--- src/rtl/uart_pkg.sv ---
// Definitions shared by the UART receiver and transmitter.
// Covers the frame size, the line levels and the receive state encoding.
package uart_pkg;

  localparam int DATA_BITS  = 8;
  localparam int INDEX_BITS = $clog2(DATA_BITS);

  localparam logic START_BIT = 1'b0;
  localparam logic STOP_BIT  = 1'b1;

  typedef enum logic [2:0] {
    IDLE,
    START,
    DATA,
    STOP,
    BREAK
  } uart_state_t;

endpackage

--- src/rtl/uart_sync.sv ---
// Two-flop synchronizer that brings an asynchronous level into the CLK domain.
// The reset value is a parameter so that an idle line does not look like a start bit.
module uart_sync #(
  parameter logic RESET_VALUE = 1'b1
) (
  input  logic CLK,
  input  logic RESET,
  input  logic line,
  output logic synced
);

  logic meta;

  always_ff @(posedge CLK or posedge RESET) begin
    if (RESET) begin
      meta   <= RESET_VALUE;
      synced <= RESET_VALUE;
    end else begin
      meta   <= line;
      synced <= meta;
    end
  end

endmodule

--- src/rtl/uart_rx.sv ---
// UART receiver: 8 data bits, one stop bit, mid-bit sampling at CLKS_PER_BIT clocks per bit.
// It hands bytes over with valid/ready and flags framing and overrun errors.
module uart_rx
  import uart_pkg::*;
#(
  parameter int CLKS_PER_BIT = 16,
  parameter bit MSB_FIRST    = 1'b0
) (
  input  logic                 CLK,
  input  logic                 RESET,
  input  logic                 rx,
  input  logic                 data_ready,
  output logic [DATA_BITS-1:0] data,
  output logic                 data_valid,
  output logic                 framing_error,
  output logic                 overrun_error,
  output logic                 busy
);

  localparam logic [7:0]            BIT_END    = 8'(CLKS_PER_BIT);
  localparam logic [7:0]            HALF_BIT   = 8'(CLKS_PER_BIT / 2);
  localparam logic [INDEX_BITS-1:0] LAST_INDEX = INDEX_BITS'(DATA_BITS - 1);

  logic                  rx_s;
  uart_state_t           state, state_next;
  logic [7:0]            cnt, cnt_next;
  logic [INDEX_BITS-1:0] index, index_next;
  logic [INDEX_BITS-1:0] bit_pos;
  logic [DATA_BITS-1:0]  shift, shift_next;
  logic                  stop_sample;
  logic                  frame_good;
  logic                  frame_bad;

  uart_sync #(
    .RESET_VALUE(STOP_BIT)
  ) sync_rx (
    .CLK   (CLK),
    .RESET (RESET),
    .line  (rx),
    .synced(rx_s)
  );

  always_ff @(posedge CLK or posedge RESET) begin
    if (RESET) begin
      state <= IDLE;
      cnt   <= '0;
      index <= '0;
      shift <= '0;
    end else begin
      state <= state_next;
      cnt   <= cnt_next;
      index <= index_next;
      shift <= shift_next;
    end
  end

  // The first bit on the wire lands in bit 0 or bit 7 depending on bit order.
  assign bit_pos = MSB_FIRST ? (LAST_INDEX - index) : index;

  always_comb begin
    state_next = state;
    cnt_next   = cnt;
    index_next = index;
    shift_next = shift;
    case (state)
      IDLE: begin
        if (rx_s == START_BIT) begin
          state_next = START;
          cnt_next   = 8'd1;
        end
      end
      START: begin
        if (cnt == HALF_BIT) begin
          if (rx_s == START_BIT) begin
            state_next = DATA;
            cnt_next   = 8'd1;
            index_next = '0;
          end else begin
            state_next = IDLE;
            cnt_next   = '0;
          end
        end else begin
          cnt_next = cnt + 8'd1;
        end
      end
      DATA: begin
        if (cnt == BIT_END) begin
          shift_next[bit_pos] = rx_s;
          cnt_next            = 8'd1;
          index_next          = index + 1'b1;
          if (index == LAST_INDEX) begin
            state_next = STOP;
          end
        end else begin
          cnt_next = cnt + 8'd1;
        end
      end
      STOP: begin
        if (cnt == BIT_END) begin
          cnt_next   = '0;
          state_next = (rx_s == STOP_BIT) ? IDLE : BREAK;
        end else begin
          cnt_next = cnt + 8'd1;
        end
      end
      BREAK: begin
        if (rx_s == STOP_BIT) begin
          state_next = IDLE;
        end
      end
      default: begin
        state_next = IDLE;
        cnt_next   = '0;
        index_next = '0;
      end
    endcase
  end

  always_comb begin
    busy        = (state != IDLE);
    stop_sample = (state == STOP) && (cnt == BIT_END);
    frame_good  = stop_sample && (rx_s == STOP_BIT);
    frame_bad   = stop_sample && (rx_s != STOP_BIT);
  end

  // A finished byte is dropped rather than stalling the receiver when the consumer lags.
  always_ff @(posedge CLK or posedge RESET) begin
    if (RESET) begin
      data          <= '0;
      data_valid    <= 1'b0;
      framing_error <= 1'b0;
      overrun_error <= 1'b0;
    end else begin
      framing_error <= frame_bad;
      overrun_error <= frame_good && data_valid && !data_ready;
      if (frame_good && (!data_valid || data_ready)) begin
        data       <= shift;
        data_valid <= 1'b1;
      end else if (data_valid && data_ready) begin
        data_valid <= 1'b0;
      end
    end
  end

endmodule

--- config.mk ---
export PLATFORM = sky130hd
export DESIGN_NAME = uart_rx
export DESIGN_NICKNAME = d
export VERILOG_FILES = /design/src/rtl/uart_pkg.sv /design/src/rtl/uart_sync.sv /design/src/rtl/uart_rx.sv
export SDC_FILE = /design/constraint.sdc
export NUM_CORES = 1
export LEC_CHECK = 0
export CAP_MARGIN = 20
export CORE_MARGIN = 4
export CORE_UTILIZATION = 55
export CTS_BUF_LIST = sky130_fd_sc_hd__clkbuf_4 sky130_fd_sc_hd__clkbuf_8 sky130_fd_sc_hd__clkbuf_16
export CTS_CLUSTER_DIAMETER = 80
export DETAILED_ROUTE_END_ITERATION = 6
export DONT_BUFFER_PORTS = 1
export MAX_ROUTING_LAYER = met4
export PLACE_DENSITY_LB_ADDON = 0.1
export SYNTH_ARGS = -nofsm -noshare
export SYNTH_HDL_FRONTEND = slang
export SYNTH_HIERARCHICAL = 1
export SYNTH_SLANG_ARGS = --single-unit
--- constraint.sdc ---
create_clock -name CLK -period 5.22 [get_ports CLK]
set_input_delay 0.261 -clock CLK [delete_from_list [all_inputs] [get_ports CLK]]
set_output_delay 0.261 -clock CLK [all_outputs]
set_load 0.02 [all_outputs]
==> metrics.txt, run 1 <==
antenna cell count=0; 1st-iter DRT viols=60; detailed-placement wirelength estimate=2.45 mm; Sw Share=35.9%; Vias=1359; Max stage delay cell, worst path=nor3_4; worst-path maximum fanout=11; hold_ws=0.189 ns; post-synthesis net count=190; RSZ-0062 raised after global routing=no; uppermost layer routed=met4; Critical Path End=data[5]$_DFFE_PP0P_; CTS root buf=clkbuf_4; Setup CP Type=flop to flop; maximum root-to-sink buffer count=2; Critical R2R Launch=cnt[0]$_DFFE_PP0P_; reg-to-reg slack, setup=2.72 ns; Largest delay share family, worst path=simple AND/OR/NAND/NOR gates; Reg-to-Reg End=data[5]$_DFFE_PP0P_; initial antenna violation count=0; Core Rows=21; worst path buffer plus inverter count=1; CTS Buf Count=5; Cell Area, Synth=1900 um^2; Int Power=564 uW; Worst VDD drop=231 uV; R2R cell count=7; min Tclk post-route=2.50 ns; Startpoint Class=flop; fraction of layout instances using a drive strength above 1=19.2%; worst hold start=data_ready; residual DRC count=0; first-pass GRT wire length=5.95 mm; largest cells by area after synthesis=dfrtp_1, mux2_4, mux2_2; Yosys top cell area share=43.4%; RD Place Congestion=0.847; Routed WL per cell=15.1 um; register area share after synthesis=46.2%; Logic pwr share=30.0%; hold path cells=2; max frequency=0.400 GHz; Setup TNS=0 ns; Yosys reg bits=35; fin area=2030 um^2; status=completed; Worst Setup SP=cnt[0]$_DFFE_PP0P_; clock-pin transition on the worst setup and hold timing paths=0.11 ns; Synth warnings=6; Gate Count Post-Synth=182; MaxCap Viol Count=0; CP endpoint kind=flop; H-Tree Depth=2; GRT Residual Overflow=0; fin crit share=47.9%; ys async rst share=100%; Lkg Pwr=0.000962 uW; Initial Util=57.0%; post-place setup slack=2.64 ns; Final WS setup=2.72 ns; Die Height=66.8 um; core area=3340 um^2; Required @ worst endpoint=5.45 ns; predominant post-synthesis flop cell=dfrtp_1; largest net degree at the start of global routing=34; Critical Path Stages=7; Setup Skew=0.0117 ns; Finished Core Util=60.9%; final hold vios=0; Final Slew Violations=0; Psw=316 uW; Worst path max stage delay=0.45 ns; Pwr Density=433 nW/um^2; Critical Path AT=2.73 ns; M1 WL=1.48 mm; Flop pwr share=42.7%; port buffer count=0; slew margin rel.=66.5%; Yosys top cell by area=dfrtp_1; Clk network pwr share=27.2%; DP Area=1900 um^2; antenna-violating nets left=0; Ports=16; nets@finish=189; syn avg cell area=10.4 um^2; TritonRoute pass-1 iters=4; EDFF count, synth=0; vias in the first global route=1311; Hold Crit Class=primary input to flop; FILL cells=306; Sink Count=35; register area=878 um^2; Setup-failing EPs final=0; CP cell instances=inv_1 > ha_1 > or3b_4 > nor3_4 > nand4_2 > nand2b_4 > mux2_4; synth-to-layout area growth=6.85%; DR WL met2=1.72 mm; met3 routed WL=151 um; gr usage total=18.3%; worst skew pair latency=0.34 ns; worst-margin pin slew=0.502 ns; DIE WIDTH=66.8 um; die area=4460 um^2; drt via density=5.96; CTS tree=built; post-synthesis cell type count=45; wirelength, routed=3.44 mm; Multi-input gate area=938 um^2
[what timing repair did]
| item | in CTS | in global routing |
|---|---|---|
| hold buffers | 2 | 0 |
| buffers inserted | 0 | 0 |
| gates resized for setup | 0 | 0 |
| hold endpoints to repair | 36 | 0 |
[cell usage in the layout (no fill, tap or decap), types with 2 or more instances in the layout]
cell type / count
a21o_1: 2
a21oi_1: 6
a31oi_1: 3
and3_1: 3
bufinv_16: 2
clkbuf_4: 5
dfrtp_1: 33
dfstp_2: 2
dlygate4sd3_1: 2
ha_1: 4
inv_1: 5
mux2_2: 8
mux2_4: 8
nand2_1: 14
nand2b_1: 5
nand3_1: 7
nand4_1: 5
nand4b_1: 3
nor2_1: 11
nor2b_1: 3
nor3_1: 6
nor3b_1: 4
o21ai_0: 14
o22ai_1: 3
or3_1: 2
[synthesized netlist by cell type (all sizes together), types with 2 or more instances]
library cell	count
nor3	7
inv	5
o22ai	3
o21ai	15
a21o	2
clkbuf	7
or3	2
nor2b	3
nand2b	6
buf	5
nand3	7
nor3b	4
a31oi	3
dfrtp	33
nor2	11
nand4b	3
mux2	16
a21oi	6
and3	3
nand4	6
dfstp	2
ha	4
nand2	14
[sequential cells by signal, summed over array words and instances (netlist names)]
name	cells
data	8
sync_rx/meta	1
data_valid	1
sync_rx/synced	1
cnt	8
framing_error	1
overrun_error	1
state	3
bit_pos	3
shift	8
[power groups by stage]
stage,combinational (uW),clock (uW),sequential [uW]
finish,264,239,376
global route,297,258,385
floorplan,261,0,331
global placement,251,0,378
CTS,263,245,374
detailed placement,260,0,379
[area by class of cell]
cell class              count  share of cell area (%)
clock buffers               5                    1.85
clock inverters             3                    3.33
inverters                   5                   0.924
multi-input cells         130                    46.2
flip-flops and latches     35                    43.3
well taps                  46                    2.83
repair buffers              4                    1.60
[metrics by stage]
| stage | total power [uW] | instances |
|---|---|---|
| floorplan | 591 | 182 |
| global placement | 629 | 217 |
| detailed placement | 639 | 217 |
| CTS | 882 | 227 |
| global route | 940 | 228 |
| finish | 880 | 228 |
[worst min path at each step]
stage,to,slack [ns]
after detailed placement,sync_rx/meta$_DFF_PP1_,0.18
after floorplan,sync_rx/meta$_DFF_PP1_,0.17
after global placement,sync_rx/meta$_DFF_PP1_,0.18
after global routing,overrun_error$_DFF_PP0_,0.18
final,overrun_error$_DFF_PP0_,0.19
after CTS,overrun_error$_DFF_PP0_,0.18
[logic make-up (layout without fill, tap and decap cells)]
logic type / after synthesis / after routing / synth area share, %
multiplexers: 17 / 17 / 11.6
flip-flops: 35 / 35 / 46.2
AND/OR/NAND/NOR: 70 / 70 / 22.1
adder cells (fa/ha/maj): 4 / 4 / 2.63
AO/OA/AOI/OAI: 39 / 39 / 13.1
buffers and inverters: 17 / 17 / 4.41
[routing by layer]
| layer | GRT usage (%) | vias up |
|---|---|---|
| met5 | - | - |
| met4 | 7.87 | 0 |
| met3 | 5.06 | 11 |
| met2 | 30.4 | 28 |
| met1 | 20.7 | 660 |
| li1 | - | 660 |
Note: power is estimated with default switching activity, not from simulation.
==> run 2, diff against run 1 <==
==> constraint.sdc (replaced) <==
create_clock -name CLK -period 2.04 [get_ports CLK]
set_input_delay 0.102 -clock CLK [delete_from_list [all_inputs] [get_ports CLK]]
set_output_delay 0.102 -clock CLK [all_outputs]
set_load 0.02 [all_outputs]
==> run 2 against run 1 <==
Compared with the run above:
- global-route usage up 2.5 points
- first-iteration DRC count down 27%
- fmax up 23%
- worst setup slack worse by 2.7 ns
- sequential power up 140%
- combinational power rose to 3.9 times the previous value
- critical path type unchanged
- hold slack worse by 0.15 ns
- via count up 7.7%
- die area unchanged
- final cell count up 10%
- core utilization up 5.3 points
- sequential share of layout area down 3.5 points
==> metrics.txt, run 2 (synthesis gave the netlist of run 1 again) <==
Setup CP Type=flop to flop (unchanged); DIE WIDTH=66.8 um (unchanged); Routed WL per cell=15.8 um (was 15.1 um); post-place setup slack=0.00677 ns (was 2.64 ns); Startpoint Class=flop (unchanged); final hold vios=0 (unchanged); Worst Setup SP=cnt[1]$_DFFE_PP0P_ (was cnt[0]$_DFFE_PP0P_); placed cells=235 (was 217); fraction of layout instances using a drive strength above 1=32.2% (was 19.2%); nets@finish=213 (was 189); Reg-to-Reg End=cnt[0]$_DFFE_PP0P_ (was data[5]$_DFFE_PP0P_); Max stage delay cell, worst path=dfrtp_1 (was nor3_4); CP endpoint kind=flop (unchanged); most common cell after layout, fill and taps aside=dfrtp_1 (unchanged); port buffer count=0 (unchanged); CTS tree=built (unchanged); FILL cells=271 (was 306); DR WL met2=2.06 mm (was 1.72 mm); GRT Residual Overflow=0 (unchanged); Initial Util=57.0% (unchanged); CTS root buf=clkbuf_4 (unchanged); 1st-iter DRT viols=44 (was 60); Required @ worst endpoint=2.25 ns (was 5.45 ns); Final Slew Violations=0 (unchanged); drt via density=5.83 (was 5.96); Critical Path End=cnt[0]$_DFFE_PP0P_ (was data[5]$_DFFE_PP0P_); antenna cell count=0 (unchanged); R2R cell count=8 (was 7); commonest cells after routing, fill and taps aside=dfrtp_1, buf_4, nand2_1, o21ai_0, nor2_1 (was dfrtp_1, nand2_1, o21ai_0, nor2_1); Critical Path AT=2.25 ns (was 2.73 ns); Regs by FF count=cnt (8), data (8), shift (8) (unchanged); synth-to-layout area growth=16.1% (was 6.85%); Core Rows=21 (unchanged); H-Tree Depth=2 (unchanged); Vias=1463 (was 1359); residual DRC count=0 (unchanged); Setup Skew=0.0148 ns (was 0.0117 ns); reg-to-reg slack, setup=0.002 ns (was 2.72 ns); uppermost layer routed=met4 (unchanged); maximum root-to-sink buffer count=2 (unchanged); Worst VDD drop=641 uV (was 231 uV); CP cell instances=inv_2 > ha_4 > or3b_4 > buf_4 > or3_4 > mux2i_1 > a21oi_1 > o22ai_1 (was inv_1 > ha_1 > or3b_4 > nor3_4 > nand4_2 > nand2b_4 > mux2_4); die area=4460 um^2 (unchanged); clock-pin transition on the worst setup and hold timing paths=0.10 ns (was 0.11 ns); min Tclk post-route=2.04 ns (was 2.50 ns); core area=3340 um^2 (unchanged); initial antenna violation count=0 (unchanged); MaxCap Viol Count=0 (unchanged); CTS Buf Count=5 (unchanged); worst-path maximum fanout=3 (was 11); wirelength, routed=3.97 mm (was 3.44 mm); slew margin rel.=68.5% (was 66.5%); hold path cells=2 (unchanged); antenna-violating nets left=0 (unchanged); RSZ-0062 raised after global routing=yes (was no); register area=878 um^2 (unchanged); vias in the first global route=1432 (was 1311); Worst path max stage delay=0.41 ns (was 0.45 ns); Lkg Pwr=0.00106 uW (was 0.000962 uW); Critical R2R Launch=cnt[1]$_DFFE_PP0P_ (was cnt[0]$_DFFE_PP0P_); Pwr Density=1050 nW/um^2 (was 433 nW/um^2); first-pass GRT wire length=6.75 mm (was 5.95 mm); Sink Count=35 (unchanged); Setup-failing EPs final=0 (unchanged); Multi-input gate area=981 um^2 (was 938 um^2); worst skew pair latency=0.34 ns (about the same); worst-margin pin slew=0.471 ns (was 0.502 ns); status=completed (unchanged); Hold Crit Class=primary input to flop (unchanged); Post-Layout Cell Count=251 (was 228); met3 routed WL=141 um (was 151 um); Ports=16 (unchanged); fin crit share=99.9% (was 47.9%); max frequency=0.491 GHz (was 0.400 GHz); TritonRoute pass-1 iters=4 (unchanged); M1 WL=1.73 mm (was 1.48 mm); gr usage total=20.8% (was 18.3%); Die Height=66.8 um (unchanged); largest net degree at the start of global routing=34 (unchanged); detailed-placement wirelength estimate=2.82 mm (was 2.45 mm); Final WS setup=0.00210 ns (was 2.72 ns); RD Place Congestion=0.825 (was 0.847)
## run 2: cell count changes in the layout (fill, tap and decap cells not counted), moves of 2 or more
| cell | previous run | this run |
|---|---|---|
| inv_1 | 5 | 3 |
| inv_2 | 0 | 2 |
| nor2_2 | 0 | 2 |
| buf_4 | 1 | 26 |
| nor2_1 | 11 | 9 |
| bufinv_16 | 2 | 0 |
## run 2: routing by layer
| layer | up-vias | GRT usage (%) |
|---|---|---|
| met1 | 719 | 23.5 |
| met5 | - | - |
| li1 | 709 | - |
| met2 | 29 | 35.9 |
| met4 | 0 | 6.09 |
| met3 | 6 | 5.73 |
## run 2: cell type report
class | count | area share, %
inverters | 5 | 0.850
clock inverters | 1 | 0.227
flip-flops and latches | 35 | 39.8
clock buffers | 6 | 2.32
well taps | 46 | 2.61
multi-input cells | 130 | 44.4
repair buffers | 28 | 9.75
## run 2: critical path, delay by kind of cell (launching register included)
family,cells,cell delay (ns)
AOI/OAI and AO/OA,2,0.23
adders and majority gates,1,0.13
buffers and inverters,2,0.25
DFF,1,0.41
muxes,1,0.12
and+or+nand+nor,2,0.76
## run 2: where the power goes
group,switching (uW),total [uW],internal [uW],leakage (uW)
sequential,118,897,779,0.000472
clock,218,377,160,0.0000341
combinational,553,1040,491,0.000557
total,889,2320,1430,0.00106
## run 2: how the worst min path moves through the flow
stage | from | endpoint
global placement | RESET | sync_rx/meta$_DFF_PP1_
finish | data_ready | data_valid$_DFFE_PP0P_
global route | data_ready | data_valid$_DFFE_PP0P_
CTS | data_ready | data_valid$_DFFE_PP0P_
floorplan | RESET | sync_rx/meta$_DFF_PP1_
detailed placement | RESET | sync_rx/meta$_DFF_PP1_
## run 2: stage by stage
step	power (uW)	hold slack, ns	area, um^2	utilization (%)	TNS [ns]
floorplan	1510	0.0135	1900	-	0
global placement	1750	0.0206	2040	61.0	0
detailed placement	1770	0.0279	2040	61.0	0
CTS	2210	0.0430	2150	64.3	-0.00855
global route	2470	0.0504	2210	66.1	-0.732
finish	2320	0.0397	2210	66.1	0
## run 2: timing repair
action,CTS,global route
resized for setup,4,7
pin swaps,4,2
endpoints found under the hold margin,36,0
hold buffers,2,0
setup endpoints to repair,5,25
buffers inserted,3,4
==> run 3, diff against run 2 <==
--- a/config.mk
+++ b/config.mk
@@ -5,6 +5,7 @@
 export SDC_FILE = /design/constraint.sdc
 export NUM_CORES = 1
 export LEC_CHECK = 0
+export ABC_AREA = 1
 export CAP_MARGIN = 20
 export CORE_MARGIN = 4
 export CORE_UTILIZATION = 55
==> run 3 against run 2 <==
Compared with the run above:
- sequential cell count unchanged
- first-iteration DRC count up 4.5%
- clock power up 38%
- die area down 5.3%
- largest cell class is now registers
- clock-buffer cell count unchanged
- final cell count up 6.0%
==> metrics.txt, run 3 <==
Startpoint Class=flop (unchanged); FILL cells=279 (was 271); Lkg Pwr=0.000928 uW (was 0.00106 uW); Yosys top cell area share=46.2% (was 43.4%); Critical Path AT=1.97 ns (was 2.25 ns); status=completed (unchanged); CTS root buf=clkbuf_4 (unchanged); 1st-iter DRT viols=46 (was 44); max frequency=0.573 GHz (was 0.491 GHz); Sink Count=35 (unchanged); clock-pin transition on the worst setup and hold timing paths=0.10 ns (about the same); Ports=16 (unchanged); final hold vios=0 (unchanged); register area share after synthesis=49.2% (was 46.2%); H-Tree Depth=2 (unchanged); worst skew pair latency=0.34 ns (about the same); post-CTS setup buffer count=0 (was 3); synth-to-layout area growth=8.33% (was 16.1%); nets@finish=229 (was 213); worst-margin pin slew=0.402 ns (was 0.471 ns); gr usage total=18.2% (was 20.8%); Setup CP Type=flop to flop (unchanged); worst-path maximum fanout=5 (was 3); Worst path max stage delay=0.43 ns (was 0.41 ns); commonest cells after routing, fill and taps aside=nand2_1, dfrtp_1, inv_1, nor2_1, nand3_1 (was dfrtp_1, buf_4, nand2_1, o21ai_0, nor2_1); Setup-failing EPs final=0 (unchanged); Yosys top cell by area=dfrtp_1 (unchanged); count leader, synth=nand2_1 (was dfrtp_1); syn avg cell area=8.35 um^2 (was 10.4 um^2); die area=4220 um^2 (was 4460 um^2); initial antenna violation count=0 (unchanged); worst hold start=data_ready (unchanged); RD Place Congestion=0.918 (was 0.825); detailed-placement wirelength estimate=2.37 mm (was 2.82 mm); CP cell instances=inv_1 > ha_1 > nand3_2 > nor2_4 > o21ai_0 > nor2_1 > nor2_1 (was inv_2 > ha_4 > or3b_4 > buf_4 > or3_4 > mux2i_1 > a21oi_1 > o22ai_1); core area=3080 um^2 (was 3340 um^2); Worst Setup SP=cnt[0]$_DFFE_PP0P_ (was cnt[1]$_DFFE_PP0P_); antenna-violating nets left=0 (unchanged); post-place setup slack=0.317 ns (was 0.00677 ns); hold_ws=0.0263 ns (was 0.0397 ns); slew margin rel.=73.2% (was 68.5%); Required @ worst endpoint=2.27 ns (was 2.25 ns); wirelength, routed=3.19 mm (was 3.97 mm); drt via density=5.11 (was 5.83); predominant post-synthesis flop cell=dfrtp_1 (unchanged); DIE WIDTH=65.0 um (was 66.8 um); first-pass GRT wire length=5.71 mm (was 6.75 mm); largest net degree at the start of global routing=34 (unchanged); most frequent CP cell=nor2_1; post-synthesis cell type count=25 (was 45); RSZ-0062 raised after global routing=no (was yes); residual DRC count=0 (unchanged); MaxCap Viol Count=0 (unchanged); Pwr Density=1010 nW/um^2 (was 1050 nW/um^2); fraction of layout instances using a drive strength above 1=15.3% (was 32.2%); ys async rst share=100% (unchanged); CTS tree=built (unchanged); Routed WL per cell=12.0 um (was 15.8 um); Regs by FF count=cnt (8), data (8), shift (8) (unchanged); port buffer count=0 (unchanged); largest cells by area after synthesis=dfrtp_1, nand2_1, nand3_1 (was dfrtp_1, mux2_4, mux2_2); Core Rows=20 (was 21); Final Slew Violations=0 (unchanged); vias in the first global route=1338 (was 1432); Initial Util=58.0% (was 57.0%); Hold Crit Class=primary input to flop (unchanged); top cells by count, synth=nand2_1, dfrtp_1, inv_1, nor2_1, nand3_1 (was dfrtp_1, nand2_1, o21ai_0, nor2_1); Max stage delay cell, worst path=dfrtp_1 (unchanged); Setup Skew=0.00470 ns (was 0.0148 ns); Die Height=65.0 um (was 66.8 um); Final WS setup=0.293 ns (was 0.00210 ns); min Tclk post-route=1.75 ns (was 2.04 ns); CTS Buf Count=5 (unchanged); Critical R2R Launch=cnt[0]$_DFFE_PP0P_ (was cnt[1]$_DFFE_PP0P_); Setup TNS=0 ns (unchanged); Finished Core Util=62.9% (was 66.1%); most common cell after layout, fill and taps aside=nand2_1 (was dfrtp_1); GRT Residual Overflow=0 (unchanged); Yosys reg bits=35 (unchanged); CP endpoint kind=flop (unchanged); EDFF count, synth=0 (unchanged); Worst VDD drop=693 uV (was 641 uV); TritonRoute pass-1 iters=4 (unchanged); Cell Area, Synth=1790 um^2 (was 1900 um^2); post-synthesis net count=222 (was 190); Vias=1360 (was 1463); Synth warnings=6 (unchanged); Gate Count Post-Synth=214 (was 182); fin crit share=85.6% (was 99.9%); maximum root-to-sink buffer count=2 (unchanged); antenna cell count=0 (unchanged)
-- run 3: cell types whose count changed in the layout (fill, tap and decap cells not counted), sizes merged, moves of 15 or more --
cell	before	now
nor2	11	29
nand3	7	22
nand2	14	51
mux2	16	0
buf	26	1
inv	5	30
-- run 3: per-stage QoR --
| step | total power (uW) | instances | instance area [um^2] |
|---|---|---|---|
| 3_3_place_gp | 1410 | 256 | 1830 |
| 5_1_grt | 2100 | 266 | 1940 |
| 6_report | 1950 | 266 | 1940 |
| 3_5_place_dp | 1430 | 256 | 1830 |
| 4_1_cts | 1970 | 266 | 1940 |
| 2_1_floorplan | 1310 | 214 | 1790 |
-- run 3: final timing paths --
check,to,slack [ns],cells after the start
setup / recovery,cnt[4]$_DFFE_PP0P_,0.29,7
hold / removal,data_valid$_DFFE_PP0P_,0.03,3
setup reg to reg,cnt[4]$_DFFE_PP0P_,0.29,7
hold reg to reg,sync_rx/synced$_DFF_PP1_,0.36,0
max in group asynchronous,data[2]$_DFFE_PP0P_,1.45,3
min in group asynchronous,sync_rx/synced$_DFF_PP1_,0.23,2
-- run 3: critical path, delay by kind of cell, from the launching register on --
family,cells,cell delay [ns]
simple gates,4,0.72
buf+inv,1,0.10
flops,1,0.43
fa+ha+maj,1,0.21
compound gates,1,0.17
-- run 3: repair_timing --
action | 4_1_cts | 5_1_grt
endpoints found under the setup margin | 0 | 0
resized for setup | 0 | 0
endpoints found under the hold margin | 36 | 0
hold buffers | 2 | 0
-- run 3: final cells by class --
cell class | instances | area (um^2) | area share (%)
Inverter | 30 | 113 | 5.82
Clock inverter | 2 | 35.0 | 1.81
Clock buffer | 6 | 51.3 | 2.65
Timing Repair Buffer | 3 | 27.5 | 1.42
Sequential cell | 35 | 878 | 45.4
Tap cell | 44 | 55.1 | 2.84
Multi-Input combinational cell | 146 | 776 | 40.1
-- run 3: where the power goes --
part | switching (uW) | internal [uW] | total [uW]
clock | 231 | 289 | 521
sequential | 78.3 | 754 | 832
combinational | 404 | 189 | 594
total | 714 | 1230 | 1950
-- run 3: cell families (layout without fill, tap and decap cells) --
logic type / Yosys count / count (layout) / synth area share [%]
compound gates: 32 / 32 / 11.1
buf+inv: 33 / 41 / 7.42
flops: 35 / 35 / 49.2
simple gates: 106 / 106 / 27.5
xor+xnor: 4 / 4 / 1.96
fa+ha+maj: 4 / 4 / 2.80
-- run 3: layer usage --
layer,GRT usage [%],wire [um],vias up
met5,-,0,-
met4,7.65,70,0
li1,-,-,698
met1,22.5,1530,621
met2,28.2,1430,33
met3,4.85,161,8
